[src/rtl/vec_lsu_sequencer_pkg.sv]
// Shared definitions for the vector load/store sequencer: FSM states, element-width
// encoding and the element byte-count helper.
package vector_processor_defs;

    typedef enum logic [1:0] {
        IDLE     = 2'b00,
        ISSUE    = 2'b01,
        WAIT_RSP = 2'b10,
        DONE     = 2'b11
    } lsu_state_e;

    typedef enum logic [1:0] {
        EEW_8   = 2'b00,
        EEW_16  = 2'b01,
        EEW_32  = 2'b10,
        EEW_RSV = 2'b11
    } eew_e;

    // The reserved encoding behaves as a 32-bit element.
    function automatic logic [3:0] elem_bytes(input eew_e eew);
        case (eew)
            EEW_8:   return 4'd1;
            EEW_16:  return 4'd2;
            default: return 4'd4;
        endcase
    endfunction

endpackage

[src/rtl/vec_lsu_sequencer_addr_gen.sv]
// Combinational address, byte-lane and data-steering logic for vec_lsu_sequencer.
// Optional VEC_LSU_MISALIGN_EN adds the misaligned-address flag.
module vec_lsu_addr_gen
    import vector_processor_defs::*;
#(
    parameter int XLEN  = 32,
    parameter int IDX_W = 32
) (
    input  logic [XLEN-1:0]   addr,
    input  logic [XLEN-1:0]   base,
    input  logic [XLEN-1:0]   stride,
    input  logic [IDX_W-1:0]  idx_offset,
    input  eew_e              eew,
    input  logic              unit_stride,
    input  logic              indexed,
    input  logic [XLEN-1:0]   st_data,
    input  logic [XLEN-1:0]   ld_data,
    output logic [XLEN-1:0]   cur_addr,
    output logic [XLEN-1:0]   next_addr,
    output logic [XLEN/8-1:0] be,
    output logic [XLEN-1:0]   wdata,
    output logic [XLEN-1:0]   rdata
`ifdef VEC_LSU_MISALIGN_EN
    ,
    output logic              misaligned
`endif
);

    localparam int NB = XLEN / 8;
    localparam int LW = $clog2(NB);

    logic [3:0]      eb;
    logic [LW-1:0]   lane;
    logic [NB-1:0]   be_base;
    logic [XLEN-1:0] shifted;

    assign eb = elem_bytes(eew);

    // Indexed addresses track the offset of the current element directly, so the
    // address register only carries the unit/constant-stride walk.
    assign cur_addr  = indexed ? base + XLEN'(idx_offset) : addr;
    assign next_addr = unit_stride ? addr + XLEN'(eb) : addr + stride;

    assign lane    = cur_addr[LW-1:0] & ~(eb[LW-1:0] - LW'(1));
    assign shifted = ld_data >> {lane, 3'b000};
    assign be      = be_base << lane;

    always_comb begin
        be_base = '0;
        wdata   = '0;
        rdata   = '0;
        for (int b = 0; b < NB; b++) begin
            be_base[b]     = (b < int'(eb));
            wdata[b*8 +: 8] = st_data[(b % int'(eb))*8 +: 8];
            rdata[b*8 +: 8] = (b < int'(eb)) ? shifted[b*8 +: 8] : 8'h00;
        end
    end

`ifdef VEC_LSU_MISALIGN_EN
    assign misaligned = |(cur_addr[LW-1:0] & (eb[LW-1:0] - LW'(1)));
`endif

endmodule

[src/rtl/vec_lsu_sequencer.sv]
// Element-by-element vector load/store sequencer (unit, constant-stride, indexed).
// Optional VEC_LSU_MISALIGN_EN aborts on misaligned element addresses.
module vec_lsu_sequencer
    import vector_processor_defs::*;
#(
    parameter int XLEN  = 32,
    parameter int VL_W  = 9,
    parameter int IDX_W = 32
) (
    input  logic              clk,
    input  logic              reset,
    input  logic              start,
    input  logic              ld_inst,
    input  logic              st_inst,
    input  logic              stride_sel,
    input  logic              index_str,
    input  logic [1:0]        eew,
    input  logic [XLEN-1:0]   base_addr,
    input  logic [XLEN-1:0]   stride,
    input  logic [VL_W-1:0]   vl,
    input  logic [IDX_W-1:0]  idx_offset,
    input  logic [XLEN-1:0]   vs_rdata,
    output logic [VL_W-1:0]   elem_idx,
    output logic              mem_req_valid,
    input  logic              mem_req_ready,
    output logic [XLEN-1:0]   mem_addr,
    output logic              mem_we,
    output logic [XLEN/8-1:0] mem_be,
    output logic [XLEN-1:0]   mem_wdata,
    input  logic              mem_rsp_valid,
    input  logic [XLEN-1:0]   mem_rdata,
    output logic              vd_wr_en,
    output logic [XLEN-1:0]   vd_wdata,
    output logic              busy,
    output logic              done
`ifdef VEC_LSU_MISALIGN_EN
    ,
    output logic              misalign
`endif
);

    lsu_state_e      state_q, state_d;
    logic [VL_W-1:0] elem_idx_q, elem_d;
    logic [XLEN-1:0] addr_q, addr_d;
    logic            st_q, index_q, unit_q;
    eew_e            eew_q;
    logic [XLEN-1:0] base_q, stride_q;
    logic [VL_W-1:0] vl_q;

    logic            load_cfg, req_valid, wr_en, last, issue_blk;
    logic [XLEN-1:0] cur_addr, next_addr, wdata, rdata;
    logic [XLEN/8-1:0] be;

    vec_lsu_addr_gen #(.XLEN(XLEN), .IDX_W(IDX_W)) u_addr_gen (
        .addr        (addr_q),
        .base        (base_q),
        .stride      (stride_q),
        .idx_offset  (idx_offset),
        .eew         (eew_q),
        .unit_stride (unit_q),
        .indexed     (index_q),
        .st_data     (vs_rdata),
        .ld_data     (mem_rdata),
        .cur_addr    (cur_addr),
        .next_addr   (next_addr),
        .be          (be),
        .wdata       (wdata),
        .rdata       (rdata)
`ifdef VEC_LSU_MISALIGN_EN
        ,
        .misaligned  (issue_blk)
`endif
    );

`ifndef VEC_LSU_MISALIGN_EN
    assign issue_blk = 1'b0;
`endif

    assign last = (elem_idx_q == vl_q - VL_W'(1));

    always_comb begin
        state_d   = state_q;
        elem_d    = elem_idx_q;
        addr_d    = addr_q;
        load_cfg  = 1'b0;
        req_valid = 1'b0;
        wr_en     = 1'b0;
        case (state_q)
            IDLE: begin
                if (start && (ld_inst || st_inst)) begin
                    load_cfg = 1'b1;
                    elem_d   = '0;
                    addr_d   = base_addr;
                    state_d  = (vl == '0) ? DONE : ISSUE;
                end
            end
            ISSUE: begin
                if (issue_blk) begin
                    state_d = DONE;
                end else begin
                    req_valid = 1'b1;
                    if (mem_req_ready) begin
                        if (st_q) begin
                            elem_d  = elem_idx_q + VL_W'(1);
                            addr_d  = next_addr;
                            state_d = last ? DONE : ISSUE;
                        end else begin
                            state_d = WAIT_RSP;
                        end
                    end
                end
            end
            WAIT_RSP: begin
                if (mem_rsp_valid) begin
                    wr_en   = 1'b1;
                    elem_d  = elem_idx_q + VL_W'(1);
                    addr_d  = next_addr;
                    state_d = last ? DONE : ISSUE;
                end
            end
            DONE: begin
                state_d = IDLE;
                elem_d  = '0;
            end
            default: state_d = IDLE;
        endcase
    end

    always_ff @(posedge clk or negedge reset) begin
        if (!reset) begin
            state_q    <= IDLE;
            elem_idx_q <= '0;
            addr_q     <= '0;
            st_q       <= 1'b0;
            index_q    <= 1'b0;
        end else begin
            state_q    <= state_d;
            elem_idx_q <= elem_d;
            addr_q     <= addr_d;
            if (load_cfg) begin
                st_q    <= st_inst;
                index_q <= index_str;
            end
        end
    end

    // Configuration payload is only ever read while busy, so it needs no reset.
    always_ff @(posedge clk) begin
        if (load_cfg) begin
            unit_q   <= stride_sel;
            eew_q    <= eew_e'(eew);
            base_q   <= base_addr;
            stride_q <= stride;
            vl_q     <= vl;
        end
    end

`ifdef VEC_LSU_MISALIGN_EN
    logic mis_q;
    always_ff @(posedge clk or negedge reset) begin
        if (!reset) mis_q <= 1'b0;
        else        mis_q <= (state_q == ISSUE) && issue_blk;
    end
    assign misalign = mis_q;
`endif

    assign elem_idx      = elem_idx_q;
    assign mem_req_valid = req_valid;
    assign mem_addr      = cur_addr;
    assign mem_we        = (state_q == ISSUE) && st_q;
    assign mem_be        = (state_q == ISSUE) ? be : '0;
    assign mem_wdata     = ((state_q == ISSUE) && st_q) ? wdata : '0;
    assign vd_wr_en      = wr_en;
    assign vd_wdata      = wr_en ? rdata : '0;
    assign busy          = (state_q != IDLE);
    assign done          = (state_q == DONE);

endmodule

[config.mk]
export PLATFORM = sky130hd
export DESIGN_NAME = vec_lsu_sequencer
export DESIGN_NICKNAME = d
export VERILOG_FILES = /design/src/rtl/vec_lsu_sequencer_pkg.sv /design/src/rtl/vec_lsu_sequencer_addr_gen.sv /design/src/rtl/vec_lsu_sequencer.sv
export SDC_FILE = /design/constraint.sdc
export NUM_CORES = 1
export LEC_CHECK = 0
export BUFFER_PORTS_ARGS = -buffer_cell sky130_fd_sc_hd__buf_2
export CORE_MARGIN = 3
export CORE_UTILIZATION = 54
export DETAILED_ROUTE_END_ITERATION = 12
export PLACE_DENSITY = 0.91
export SYNTH_ARGS = -nofsm -noshare
export SYNTH_HDL_FRONTEND = slang
export SYNTH_HIERARCHICAL = 1
export SYNTH_SLANG_ARGS = --single-unit
[constraint.sdc]
create_clock -name clk -period 7.55 [get_ports clk]
set_input_delay 1.51 -clock clk [delete_from_list [all_inputs] [get_ports clk]]
set_output_delay 1.51 -clock clk [all_outputs]
set_load 0.02 [all_outputs]
==> flow_summary_export.csv <==
group,metric,value,unit
routing,drc,0,
pwr,p_per_area,371,nW/um^2
logic_synthesis,ys_seq_elements,121,
routing,wirelength,31.5,mm
timing,setup_slack,0.716,ns
timing,setup_violations,0,
cells_and_area,final_cell_mix,"buf_2 (293), nand2_1 (99), a21oi_1 (98)",
logic_synthesis,synthFlopType,"edfxtp_1",
floorplanning,die_area,20900,sq um
timing,holdWs,0.557,ns
global_route,grt_max_degree,65,
outcome,status,"completed",
cells_and_area,layout_commonest_cell,"buf_2",
setup_path,start_kind,"register",
place,port_buffers,293,
global_route,grt_usage,29.1,%
setup_path,reg2reg_depth,15,
min_path,hold_class,"reg -> reg",
timing,hold_viol,0,
timing,drv_slew,0,
timing,max_slew_margin,24.0,%
global_route,grt_pass1_wl,48.3,mm
pwr,combPwrFrac,60.1,%
logic_synthesis,async_flop_share,37.2,%
setup_path,startpoint,"eew_q[1]$_DFFE_PP_",
logic_synthesis,yosys.area.top_type_share,22.0,%
floorplanning,die_x,145,um
global_route,grt-ovfl-total,0,
floorplanning,die_y,145,um
routing,firstDrtPassIters,8,
cells_and_area,syn_to_final_growth,21.7,%
place,dp_slack,1.18,ns
pwr,internal-power,2.53,mW
routing,final_antenna_net_count,0,
timing,rsz0062_at_grt,"no",
clock_tree,cts-root-buf,"clkbuf_16",
setup_path,r2r-start,"eew_q[1]$_DFFE_PP_",
setup_path,worst_r2r_endpoint,"addr_q[24]$_DFFE_PN0P_",
routing,first_iter_violations,647,
routing,vias,10300,
floorplanning,core_area,18800,sq um
clock_tree,postCtsResizedCells,0,
global_route,antenna_found_initial,2,
cells_and_area,nNetsFinal,1677,
pwr,p_clk_share,17.5,%
setup_path,cp_max_fo,14,
place,hpwl,24.2,mm
setup_path,worst-r2r-setup-slack,2.94,ns
pwr,p_leak,6.09,nW
cells_and_area,design_area,12600,sq um
logic_synthesis,synth.area.top_cells,"edfxtp_1 (22%), dfrtp_1 (11%), ha_1 (9.2%), mux2i_1 (5.5%), and3_1 (4.9%)",
pwr,peakVddDrop,0.218,mV
clock_tree,clockBufferDepth,2,
clock_tree,clk_pin_slew,0.06,ns
clock_tree,cts_setup_buffers,0,
setup_path,worstPathArrival,5.32,ns
timing,worst_slew_pin_slew,1.14,ns
setup_path,cp-end-kind,"primary output",
clock_tree,cts-buffers-inserted,17,
timing,fmax,146,MHz
setup_path,critPathRequiredTime,6.04,ns
place,place.gp.congestion,1.04,
logic_synthesis,syn_area_per_cell,9.04,sq um
timing,fin_crit,6.83,ns
routing,wl_per_cell,18.6,um
cells_and_area,fill_cells,1470,
logic_synthesis,syn-cell-area,10400,sq um
clock_tree,postCtsHoldBufs,0,
pwr,switchingPower,2.16,mW
timing,final.period_utilization,90.5,%
logic_synthesis,synth_edf_count,76,
logic_synthesis,synth-seq-area-share,32.8,%
timing,finClkSkew,0.0123,ns
pwr,seq_power_share,22.4,%
cells_and_area,final_util,67.2,%
floorplanning,initial_utilization,55.2,%
logic_synthesis,yosys.area.top_type,"edfxtp_1",
place,post_dp_cell_area,12000,sq um
clock_tree,cts_tree,"built",
logic_synthesis,syn_inst,1150,
routing,vias_per_cell,6.07,
floorplanning,fp-row-count,50,
setup_path,worstSetupPathType,"reg -> out",
clock_tree,h-tree-depth,4,
setup_path,critPathCapture,"mem_wdata[0]",
floorplanning,ios,294,
clock_tree,cts_sinks,121,
timing,setup_tns,0,ns
clock_tree,clk_latency,0.41,ns
logic_synthesis,yosysUniqueCellTypes,75,
pwr,power.share.switching,46.0,%
global_route,grt_pass1_vias,9735,
logic_synthesis,syn_nets,1408,
logic_synthesis,yosysWarningCount,6,
run,maxCapViolCount,0,
cells_and_area,final_layout_size_suffix_gt1_share,26.6,%
layout make-up:
| class | count | area (sq um) | area share (%) |
|---|---|---|---|
| inverters | 42 | 159 | 1.26 |
| multi-input cells | 937 | 6630 | 52.4 |
| flip-flops and latches | 121 | 3410 | 27.0 |
| diodes | 1 | 2.50 | 0.0198 |
| repair buffers | 300 | 1520 | 12.0 |
| clock buffers | 20 | 468 | 3.70 |
| clock inverters | 12 | 138 | 1.09 |
| well taps | 260 | 325 | 2.57 |
logic make-up (layout without fill, tap and decap cells):
| group | count (synthesis) | in the layout | share of synthesized area [%] |
|---|---|---|---|
| AOI/OAI and AO/OA | 292 | 292 | 17.9 |
| xor gates and xnor gates | 59 | 59 | 4.97 |
| adders and majority gates | 78 | 78 | 9.54 |
| buffers and inverters | 92 | 374 | 3.50 |
| DFF | 121 | 121 | 32.8 |
| muxes | 90 | 90 | 10.2 |
| other | 0 | 1 | 0 |
| and+or+nand+nor | 418 | 418 | 21.1 |
worst max-delay path: stages (launching register included):
cell	delay [ns]
edfxtp_1	0.43
nor2_4	0.45
inv_2	0.21
ha_1	0.34
nor2b_1	0.63
a21oi_1	0.23
or4_4	0.57
a21oi_4	0.19
mux2i_2	0.66
mux4_1	0.64
and2_1	0.17
and3_1	0.21
buf_2	0.17
per-layer routing:
layer | part of all wire, % | routed length (um) | global-route usage [%]
met4 | 3.2 | 1000 | 11.1
met3 | 7.9 | 2470 | 5.32
met5 | 0.073 | 23 | 0
met2 | 50 | 15700 | 51.7
met1 | 39 | 12300 | 35.0
state kept, by name, summed over array words and instances, names as in the netlist:
register  cells
addr_q       32
base_q       32
eew_q         2
elem_idx      9
index_q       1
st_q          1
state_q       2
stride_q     32
unit_q        1
vl_q          9
power groups by stage:
stage	logic (mW)	registers, mW	clock network (mW)
floorplan	2.10	1.00	0
global placement	2.66	1.05	0
detailed placement	2.75	1.06	0
CTS	2.78	1.05	0.834
global route	3.07	1.07	0.862
finish	2.82	1.05	0.819
cell usage after synthesis (all sizes together) (3+ instances only):
cell,instances
or2,6
o31ai,10
edfxtp,76
a211oi,18
nand4,4
a221oi,3
or4,4
nand3,14
nand2b,10
clkbuf,38
o22ai,9
a21o,28
and2,31
xor2,17
and3,82
nand2,99
o21ai,53
nor4b,3
a21oi,99
nor3b,4
o211ai,7
nor3,15
xnor2,42
o21bai,10
o311ai,4
mux2i,58
nor2b,35
buf,12
mux2,24
o21a,12
inv,42
a2111oi,3
or3,5
o41ai,3
a31o,4
a31oi,8
ha,76
a211o,4
a221o,3
dfrtp,45
nor2,88
nand3b,7
mux4,8
nor4,4
worst min path at each step:
stage	startpoint	to	slack [ns]	cells past startpoint
2_1_floorplan	index_q$_DFFE_PN0P_	index_q$_DFFE_PN0P_	0.48	1
3_3_place_gp	addr_q[0]$_DFFE_PN0P_	addr_q[0]$_DFFE_PN0P_	0.54	2
3_5_place_dp	elem_idx[8]$_DFFE_PN0P_	elem_idx[8]$_DFFE_PN0P_	0.55	1
4_1_cts	elem_idx[8]$_DFFE_PN0P_	elem_idx[8]$_DFFE_PN0P_	0.56	1
5_1_grt	elem_idx[8]$_DFFE_PN0P_	elem_idx[8]$_DFFE_PN0P_	0.58	1
6_report	elem_idx[8]$_DFFE_PN0P_	elem_idx[8]$_DFFE_PN0P_	0.56	1
per-stage QoR:
stage | power, mW | cells
5_1_grt | 5.00 | 1692
6_report | 4.69 | 1693
2_1_floorplan | 3.10 | 1150
3_3_place_gp | 3.71 | 1660
4_1_cts | 4.67 | 1692
3_5_place_dp | 3.81 | 1660
Power figures use the tool's default switching activity.
